===== src/rtl/alu_share_arb.sv =====
// rtl/alu_share_arb.sv - round-robin time-sharing of one combinational ALU between NREQ requesters
// Each op is registered, presented to the ALU for one EXEC cycle, then returned to its issuer in RESP.
module alu_share_arb #(
    parameter int NREQ = 2,
    parameter int ARCH = 32,
    parameter int IDW  = $clog2(NREQ)
) (
    input  logic                 clk,
    input  logic                 rst_n,
    input  logic [NREQ-1:0]      req_valid_in,
    output logic [NREQ-1:0]      req_ready_out,
    input  logic [NREQ*4-1:0]    req_ctrl_in,
    input  logic [NREQ*ARCH-1:0] req_a_in,
    input  logic [NREQ*ARCH-1:0] req_b_in,
    output logic [NREQ-1:0]      rsp_valid_out,
    input  logic [NREQ-1:0]      rsp_ready_in,
    output logic [ARCH-1:0]      rsp_result_out,
    output logic                 rsp_zero_out,
    output logic                 busy_out,
    output logic [3:0]           alu_ctrl_out,
    output logic [ARCH-1:0]      alu_a_out,
    output logic [ARCH-1:0]      alu_b_out,
    input  logic [ARCH-1:0]      alu_result_in,
    input  logic                 alu_zero_in
);

    typedef enum logic [1:0] {
        S_IDLE = 2'd0,
        S_EXEC = 2'd1,
        S_RESP = 2'd2
    } state_t;

    state_t          r_state;
    state_t          w_state_nxt;
    logic [IDW-1:0]  r_rr_ptr;
    logic [IDW-1:0]  r_owner;
    logic [3:0]      r_ctrl;
    logic [ARCH-1:0] r_a;
    logic [ARCH-1:0] r_b;
    logic [ARCH-1:0] r_result;
    logic            r_zero;

    logic            w_found;
    logic [IDW-1:0]  w_grant;
    logic [IDW-1:0]  w_ptr_nxt;
    logic            w_accept;

    // Scan from the highest offset down so the offset closest to r_rr_ptr wins.
    always_comb begin
        int w_idx;
        w_found = 1'b0;
        w_grant = '0;
        w_idx   = 0;
        for (int k = NREQ - 1; k >= 0; k--) begin
            w_idx = (int'(r_rr_ptr) + k) % NREQ;
            if (req_valid_in[IDW'(w_idx)]) begin
                w_found = 1'b1;
                w_grant = IDW'(w_idx);
            end
        end
    end

    assign w_ptr_nxt = (int'(w_grant) == NREQ - 1) ? '0 : w_grant + 1'b1;

    always_ff @(posedge clk or negedge rst_n) begin
        if (!rst_n) begin
            r_state <= S_IDLE;
        end else begin
            r_state <= w_state_nxt;
        end
    end

    always_comb begin
        w_state_nxt   = r_state;
        req_ready_out = '0;
        rsp_valid_out = '0;
        w_accept      = 1'b0;
        case (r_state)
            S_IDLE: begin
                // Gated by rst_n so nothing is offered while reset is held.
                if (w_found && rst_n) begin
                    req_ready_out[w_grant] = 1'b1;
                    w_accept               = 1'b1;
                    w_state_nxt            = S_EXEC;
                end
            end
            S_EXEC: begin
                w_state_nxt = S_RESP;
            end
            S_RESP: begin
                rsp_valid_out[r_owner] = 1'b1;
                if (rsp_ready_in[r_owner]) begin
                    w_state_nxt = S_IDLE;
                end
            end
            default: begin
                w_state_nxt = S_IDLE;
            end
        endcase
    end

    always_ff @(posedge clk or negedge rst_n) begin
        if (!rst_n) begin
            r_rr_ptr <= '0;
            r_owner  <= '0;
            r_ctrl   <= '0;
            r_a      <= '0;
            r_b      <= '0;
            r_result <= '0;
            r_zero   <= 1'b0;
        end else begin
            if (w_accept) begin
                r_ctrl   <= req_ctrl_in[4*int'(w_grant) +: 4];
                r_a      <= req_a_in[ARCH*int'(w_grant) +: ARCH];
                r_b      <= req_b_in[ARCH*int'(w_grant) +: ARCH];
                r_owner  <= w_grant;
                r_rr_ptr <= w_ptr_nxt;
            end
            if (r_state == S_EXEC) begin
                r_result <= alu_result_in;
                r_zero   <= alu_zero_in;
            end
        end
    end

    assign busy_out       = (r_state != S_IDLE);
    assign alu_ctrl_out   = r_ctrl;
    assign alu_a_out      = r_a;
    assign alu_b_out      = r_b;
    assign rsp_result_out = r_result;
    assign rsp_zero_out   = r_zero;

endmodule

===== config.mk =====
export PLATFORM = sky130hd
export DESIGN_NAME = alu_share_arb
export DESIGN_NICKNAME = d
export VERILOG_FILES = /design/src/rtl/alu_share_arb.sv
export SDC_FILE = /design/constraint.sdc
export NUM_CORES = 1
export LEC_CHECK = 0
export CAP_MARGIN = 20
export CELL_PAD_IN_SITES_DETAIL_PLACEMENT = 0
export CELL_PAD_IN_SITES_GLOBAL_PLACEMENT = 1
export CORE_ASPECT_RATIO = 1.4
export CORE_MARGIN = 5
export CORE_UTILIZATION = 31
export DETAILED_ROUTE_END_ITERATION = 12
export GPL_TIMING_DRIVEN = 1
export PLACE_DENSITY_LB_ADDON = 0.15
export SLEW_MARGIN = 20
export SYNTH_ARGS = -nofsm -noshare
export SYNTH_HDL_FRONTEND = slang
export SYNTH_SLANG_ARGS = --single-unit

===== constraint.sdc =====
create_clock -name clk -period 2.27 [get_ports clk]
set_clock_uncertainty 0.1 [all_clocks]
set_input_delay 0.5675 -clock clk [delete_from_list [all_inputs] [get_ports clk]]
set_output_delay 0.5675 -clock clk [all_outputs]
set_load 0.01 [all_outputs]

==> results of run 1 <==
## final timing paths
kind                                           startpoint                          end  slack [ps]  cells past startpoint
max in group asynchronous                           rst_n         r_rr_ptr$_DFFE_PN0P_         600                      3
min in group clk                alu_a_out[26]$_DFFE_PN0P_    alu_a_out[26]$_DFFE_PN0P_         400                      1
worst max register to register     r_state[0]$_DFFE_PN0P_    alu_a_out[21]$_DFFE_PN0P_         300                      4
worst min-delay path                                rst_n  alu_ctrl_out[3]$_DFFE_PN0P_         260                      2
worst max-delay path                      req_valid_in[0]             req_ready_out[0]          50                      4
worst min register to register  alu_a_out[26]$_DFFE_PN0P_    alu_a_out[26]$_DFFE_PN0P_         400                      1
## worst reg2reg max path, delay by kind of cell, from the launching register on
| family | cells | cell delay [ps] |
|---|---|---|
| and+or+nand+nor | 1 | 370 |
| buffers and inverters | 2 | 600 |
| DFF | 1 | 400 |
| muxes | 1 | 380 |
## cell families (layout without fill, tap and decap cells)
logic type / after synthesis / count (layout) / share of synthesized area
buf+inv: 21 / 304 / 0.0338
xor+xnor: 1 / 1 / 0.00183
mux: 171 / 171 / 0.403
simple gates: 8 / 8 / 0.0107
flops: 105 / 105 / 0.550
compound gates: 1 / 1 / 0.00105
## cell usage after synthesis (all sizes together)
cell type and count:
buf 17, mux2 171, nand2b 2, dfrtp 105, and4bb 1, or2 1
nor2b 1, and2 1, nor2 2, clkbuf 3, inv 1, xor2 1
o21ai 1
## state kept, by name, indices dropped and copies added, names as in the netlist
signal / cells
alu_ctrl_out: 4
rsp_result_out: 32
alu_b_out: 32
alu_a_out: 32
r_owner: 1
r_state: 2
r_rr_ptr: 1
rsp_zero_out: 1
## per-stage QoR
step                TNS [ps]  utilization
floorplan                  0            -
global placement      -14170        0.512
detailed placement    -16320        0.512
CTS                        0        0.532
global route               0        0.533
finish                     0        0.533
## repair_timing
| item | CTS | global route |
|---|---|---|
| setup buffers | 0 | 1 |
| resized for setup | 10 | 3 |
| setup endpoints to repair | 33 | 3 |
| hold endpoints to repair | 0 | 0 |
| gates cloned | 0 | 0 |
| pin swaps | 1 | 0 |
## final cells by class
| type | instances | area share |
|---|---|---|
| clock buffer | 11 | 0.0289 |
| clock inverter | 5 | 0.00994 |
| inverter | 1 | 0.000466 |
| multi-input combinational | 181 | 0.248 |
| sequential | 105 | 0.326 |
| tap | 192 | 0.0298 |
| timing repair buffer | 287 | 0.357 |
## where the power goes
part	internal, mW	total [mW]	switching [mW]
clock	0.966	1.64	0.672
combinational	3.07	4.81	1.74
sequential	2.82	3.29	0.471
## metal layers
metal	GRT usage	wire length, microns	vias to the layer above
met4	0.0498	264	0
li1	-	-	1659
met1	0.152	4770	1700
met3	0.0681	1620	17
met5	0	0	-
met2	0.274	7390	167
==> results.json, run 1 <==
{
  "outcome": "finished clean",
  "place_congestion": 0.744,
  "hold_path_class": "input port to async pin",
  "ys_ff_latch": 105,
  "netlist_area_sq_mm": 0.00478,
  "leakagePower_nw": 3.26,
  "firstDrtPassIters": 3,
  "post-route-drc-count": 0,
  "yosysUniqueCellTypes": 14,
  "fillers": 1346,
  "post_drt_wl_per_cell_microns": 18.0,
  "cts_root_buf": "clkbuf_16",
  "wirelength_microns": 14000,
  "fin_crit_sh": 0.978,
  "ys_seq_area_frac": 0.550,
  "cts_tree": "yes",
  "final_cells": 782,
  "path_buf_inv": 2,
  "crit_chain": "clkdlybuf4s50_1, and4bb_4, nor2b_2, buf_2",
  "grt_pass1_wl_microns": 21200,
  "clock_sinks": 105,
  "grt_pass1_vias": 4015,
  "die_y_microns": 157,
  "max_cap_violations": 0,
  "rows": 53,
  "hold_violations": 0,
  "power_density_mw_per_mm2": 1210,
  "cts_buffers": 9,
  "clk_pin_slew_ps": 70,
  "period_needed_ps": 2220,
  "slowest_delay_ps": 460,
  "drive_gt1_frac": 0.339,
  "placed_cell_area_sq_mm": 0.00773,
  "initial_core_util": 0.316,
  "die_area_sq_mm": 0.0180,
  "preCtsSetupSlack_ps": -383,
  "grt_usage": 0.151,
  "synth_cells": 307,
  "synth_nets": 482,
  "gr-total-overflow": 0,
  "dp_cells": 765,
  "maxSlewViolCount": 0,
  "startpoint_type": "input port",
  "total_power_mw": 9.73,
  "core_area_sq_mm": 0.0151,
  "cts_htree_levels": 3,
  "drtIter0Drc": 66,
  "final_common_cell": "clkdlybuf4s50_1",
  "portBuffers": 279,
  "postCtsHoldBufs": 0,
  "seqCellArea_sq_mm": 0.00263,
  "avgViaCountPerCell": 4.53,
  "antenna_found_initial": 0,
  "clockBufferDepth": 2,
  "multi_input_area_sq_mm": 0.00200,
  "worst_slew_pin_slew_ps": 761,
  "whs_ps": 257,
  "num_vias": 3543,
  "yosysWarnings": 0,
  "postLayoutCellArea_sq_mm": 0.00806,
  "ant_nets": 0,
  "die_w_microns": 115,
  "required_ps": 1600,
  "rsz0062_at_grt": "no",
  "dp_hpwl_microns": 11000,
  "fin_nets": 760,
  "io_pins": 281,
  "grt_max_degree": 71,
  "synth_top_area_cell": "dfrtp_1",
  "path_max_fanout": 4,
  "fmaxAchievable_mhz": 450,
  "cp_top_family": "buffers and inverters",
  "worstSetupEndpointType": "primary output",
  "setup_violations": 0,
  "clk_latency_ps": 340,
  "yosysTopAreaCellShare": 0.550,
  "arrival_ps": 1550,
  "layout_common_cells": "clkdlybuf4s50_1 (273), mux2_2 (171), dfrtp_1 (104)",
  "critPathSlowestCell": "clkdlybuf4s50_1",
  "crit_type": "input port to primary output",
  "ir_drop_mv": 0.680,
  "diodes": 0,
  "synth.top_cells.by_area": "dfrtp_1 (55%), mux2_2 (40%), buf_2 (1.3%)",
  "finalWorstSetupSlack_ps": 49.8,
  "relSlewSlack": 0.493,
  "syn_to_final_growth_pct": 68.5,
  "syn_avg_cell_area_sq_um": 15.6
}
Power figures use the tool's default switching activity.
==> run 2: changes to the inputs <==
- CAP_MARGIN: 20 -> not set
==> results of run 2 <==
The final DEF is identical to that of run 1; final timing and power are the same.
==> RTL change 1, RTL diff (config.mk and constraints of run 2) <==
The parameter `ARCH` goes from 32 to 16.
--- a/src/rtl/alu_share_arb.sv
+++ b/src/rtl/alu_share_arb.sv
@@ -3,5 +3,5 @@
 module alu_share_arb #(
     parameter int NREQ = 2,
-    parameter int ARCH = 32,
+    parameter int ARCH = 16,
     parameter int IDW  = $clog2(NREQ)
 ) (
Interface: changed (6 resized); port bits go from 281 to 153. The function was not compared with the original's and may differ.
==> RTL change 1 against run 2 <==
- first-iteration DRC count decreased by 56%
- die area decreased by 39%
- global-route usage decreased by 1.9 points
- count of clock-buffer cells in the layout increased by 2
- sequential cell count decreased by 48
- wire length decreased by 49%
- via count decreased by 45%
- power decreased by 41%
- setup slack improved by 2.8 ps
- area after synthesis decreased by 42%
- final area decreased by 43%
- critical endpoint unchanged
==> RTL change 1: results (changes against run 2) <==
| Metric | Value |
|---|---|
| WHS | `307 ps (+50.3 ps)` |
| Flop pwr share | `31.6% (-2.2 points)` |
| Met2 Use GR | `21.8% (-5.6 points)` |
| TritonCTS buffer count | `9 (unchanged)` |
| Post-Syn Nets | `265 (-45%)` |
| Sequential fraction of the synthesis area | `51.4% (-3.6 points)` |
| Final wirelength | `7180 um (-49%)` |
| Final HPWL from detailed placement | `5290 um (-52%)` |
| DR iter-0 viols | `29 (-56%)` |
| Max Root-Sink Buffers | `2 (unchanged)` |
| Mapped Cells | `170 (-45%)` |
| Post-DP Area | `4330 um^2 (-44%)` |
| CP Max Fanout | `3 (-1)` |
| Routability congestion estimate | `0.711 (-4.5%)` |
| Placed cell count | `420 (-45%)` |
| Actual slew at the worst max-slew pin | `728 ps (-33.0 ps)` |
| Metal2 WL | `3620 um (-51%)` |
| Initial antenna violation count | `1 (+1)` |
| Fill cell count | `761 (-43%)` |
| Combinational Power Share | `47.3% (-2.1 points)` |
| Post-synth top cells | `dfrtp_1 (57), mux2_2 (54), mux2_4 (36), buf_2 (5), buf_12 (3)` |
| Vias in the first global route | `2170 (-46%)` |
| LEAKAGE | `1.95 nW (-40%)` |
| Max IR drop VDD | `727 uV (+6.9%)` |
| Worst slack at placement | `-378 ps (+4.49 ps)` |
| Crit path launch | `req_valid_in[0]` |
| Status | `finished, final reports clean` |
| DR vias | `1947 (-45%)` |
| All-Layer GR Usage | `13.2% (-1.9 points)` |
| Top sig layer | `met5` |
| R2R Path End | `alu_b_out[0]` |
| Total power | `5.77 mW (-41%)` |
| I/O Buffers | `151 (-46%)` |
| Routed length on met3 | `643 um (-60%)` |
| Grt met3 use | `5.87% (-0.94 points)` |
| Synth unique cells | `19 (+5)` |
| Reg2Reg Depth | `3 (-1)` |
| First-pass GRT wire length | `11100 um (-47%)` |
| Pre-antenna DRT Iters | `4 (+1)` |
| Clock-pin slew on the worst setup and hold paths | `50 ps (-20 ps)` |
| Pin count of the biggest net entering global routing | `58 (-18%)` |
| Synth area leaders | `dfrtp_1 (51%), mux2_2 (22%), mux2_4 (19%)` |
| Met1 Usage GRT | `13.8% (-1.4 points)` |
| Layout cells sized above 1 | `34.7% (+0.84 points)` |
## RTL change 1: changes by cell type after synthesis, sizes merged
cell,run 2,this run
buf,17,11
clkbuf,3,0
dfrtp,105,57
mux2,171,91
nand2b,2,1
or2b,0,1
## RTL change 1: cell type report
type | instances | area [um^2] | share of cell area [%]
clock buffer | 13 | 260 | 5.66
clock inverter | 3 | 15.0 | 0.327
inverter | 1 | 3.75 | 0.0817
multi-input combinational | 101 | 1230 | 26.7
sequential | 57 | 1430 | 31.1
tap | 105 | 131 | 2.86
timing repair buffer | 156 | 1530 | 33.3
## RTL change 1: logic make-up (layout without fill, tap and decap cells)
logic type / Yosys count / after routing / share of synthesized area, %
flip-flops: 57 / 57 / 51.4
XOR/XNOR: 1 / 1 / 0.316
AO/OA/AOI/OAI: 1 / 1 / 0.180
multiplexers: 91 / 91 / 41.8
buffers and inverters: 12 / 173 / 4.42
AND/OR/NAND/NOR: 8 / 8 / 1.89
==> RTL change 2, RTL diff (flow settings as in run 2) <==
Made on the original files. Reset style: synchronous (`rst_n`), changed in 2 clocked blocks.
--- a/src/rtl/alu_share_arb.sv
+++ b/src/rtl/alu_share_arb.sv
@@ -63,5 +63,5 @@
     assign w_ptr_nxt = (int'(w_grant) == NREQ - 1) ? '0 : w_grant + 1'b1;
 
-    always_ff @(posedge clk or negedge rst_n) begin
+    always_ff @(posedge clk) begin
         if (!rst_n) begin
             r_state <= S_IDLE;
@@ -100,5 +100,5 @@
     end
 
-    always_ff @(posedge clk or negedge rst_n) begin
+    always_ff @(posedge clk) begin
         if (!rst_n) begin
             r_rr_ptr <= '0;
Formal check against the unedited RTL: differs if rst_n is asserted again (counterexample within 4 cycles, from zero or initial values and one cycle with rst_n low); with rst_n held inactive, the same outputs for 4 cycles.
==> RTL change 2 against run 2 <==
- setup slack improved by 23 ps
- critical path depth is 1 lower
- via count rose by 19%
- sequential cell count is the same
- area after synthesis decreased by 3.3%
- cell count rose by 18%
- wire length up 2.6%
- final area fell by 3.0%
Power is not compared: it rests on default switching activity, and its combinational part moved more than twofold at a synthesized area within 25%.
==> RTL change 2: results (changes against run 2) <==
| Metric | Value |
|---|---|
| Critical R2R Launch | `r_state[1]` |
| Synth area leaders | `dfxtp_1 (45%), mux2i_1 (15%), o211a_1 (15%)` |
| Register area | `2110 um^2 (-20%)` |
| DR vias | `4220 (+19%)` |
| # diodes | `0 (unchanged)` |
| Worst slack at placement | `-442 ps (-58.7 ps)` |
| DR iter-0 viols | `108 (+64%)` |
| Initial antenna violation count | `1 (+1)` |
| Crit-path max cell delay | `490 ps (+30 ps)` |
| Sequential fraction of the synthesis area | `45.5% (-9.5 points)` |
| Wire per inst | `15.7 um (-13%)` |
| Crit path DAT | `1530 ps (-20 ps)` |
| Grt met3 use | `6.02% (-0.79 points)` |
| Vias in the first global route | `4373 (+8.9%)` |
| First-pass GRT wire length | `22300 um (+5.5%)` |
| Max_slew headroom | `35.2% (-14 points)` |
| CP Max Fanout | `6 (+2)` |
| Final HPWL from detailed placement | `11000 um (about the same)` |
| Post-Syn Nets | `641 (+33%)` |
| Post-synth top cells | `nand2_1 (134), dfxtp_1 (105), mux2i_1 (69), o211a_1 (68), a21boi_0 (33)` |
| Pin count of the biggest net entering global routing | `132 (+86%)` |
| Met2 Use GR | `29.6% (+2.2 points)` |
| Crit path launch | `r_state[0]` |
| Clk root buf | `clkbuf_16` |
| Status | `finished, final reports clean` |
| Fill cell count | `1397 (+3.8%)` |
| Reg2Reg Depth | `6 (+2)` |
| Pre-antenna DRT Iters | `4 (+1)` |
| Met1 Usage GRT | `17.0% (+1.8 points)` |
| Async set-reset flop share out of synthesis | `0% (-100 points)` |
| Hold crit path type | `flip-flop to flip-flop` |
| Main synth FF type | `dfxtp_1` |
| Layout cells sized above 1 | `5.20% (-29 points)` |
| All-Layer GR Usage | `15.9% (+0.85 points)` |
## RTL change 2: cell types whose count changed after synthesis, moves of 68 or more
cell / before / now
o211a_1: 0 / 68
nand2_1: 0 / 134
mux2i_1: 0 / 69
mux2_2: 171 / 0
dfxtp_1: 0 / 105
dfrtp_1: 105 / 0
## RTL change 2: layer usage
| metal | part of all wire [%] | vias up | wire [um] |
|---|---|---|---|
| met5 | 0.090 | - | 13 |
| met4 | 1.2 | 2 | 169 |
| met3 | 8.3 | 10 | 1200 |
| met2 | 52 | 154 | 7550 |
| met1 | 38 | 1921 | 5480 |
| li1 | - | 2133 | - |
## RTL change 2: report_power, final
part / internal [mW] / leakage, nW / switching [mW]
clock: 1.00 / 0.153 / 0.649
combinational: 0.641 / 2.50 / 0.387
sequential: 1.96 / 0.862 / 0.0622
total: 3.60 / 3.51 / 1.10
## RTL change 2: path summary, 6_finish.rpt
| check | endpoint | slack (ps) |
|---|---|---|
| min | rsp_result_out[2] | 360 |
| max reg2reg | alu_b_out[27] | 410 |
| min reg2reg | rsp_result_out[2] | 360 |
| max | busy_out | 70 |
## RTL change 2: layout make-up
type | instances | area share, %
clock inverters | 4 | 0.976
flip-flops and latches | 105 | 27.0
well taps | 189 | 3.03
repair buffers | 292 | 37.2
clock buffers | 12 | 3.15
multi-input cells | 318 | 28.7
## RTL change 2: through the flow
stage,area (um^2),cells
2_1_floorplan,4620,466
3_5_place_dp,7460,901
3_3_place_gp,7460,901
5_1_grt,7820,920
4_1_cts,7790,919
6_report,7820,920
## RTL change 2: kinds of logic after synthesis
logic type      share of synthesized area, %
compound gates                          20.6
simple gates                            12.8
mux                                     14.9
flops                                   45.5
buf+inv                                 6.20
## RTL change 2: repair_timing
item                                    in CTS  in global routing
setup buffers                                2                  1
endpoints found under the setup margin       2                  4
hold endpoints to repair                     0                  0
gates resized for setup                      8                  8
## RTL change 2: worst max-delay path: cells and delay by family, from the launching register on
kind	cells	cell delay (ps)
AND/OR/NAND/NOR	1	260
flip-flops	1	310
buffers and inverters	2	630
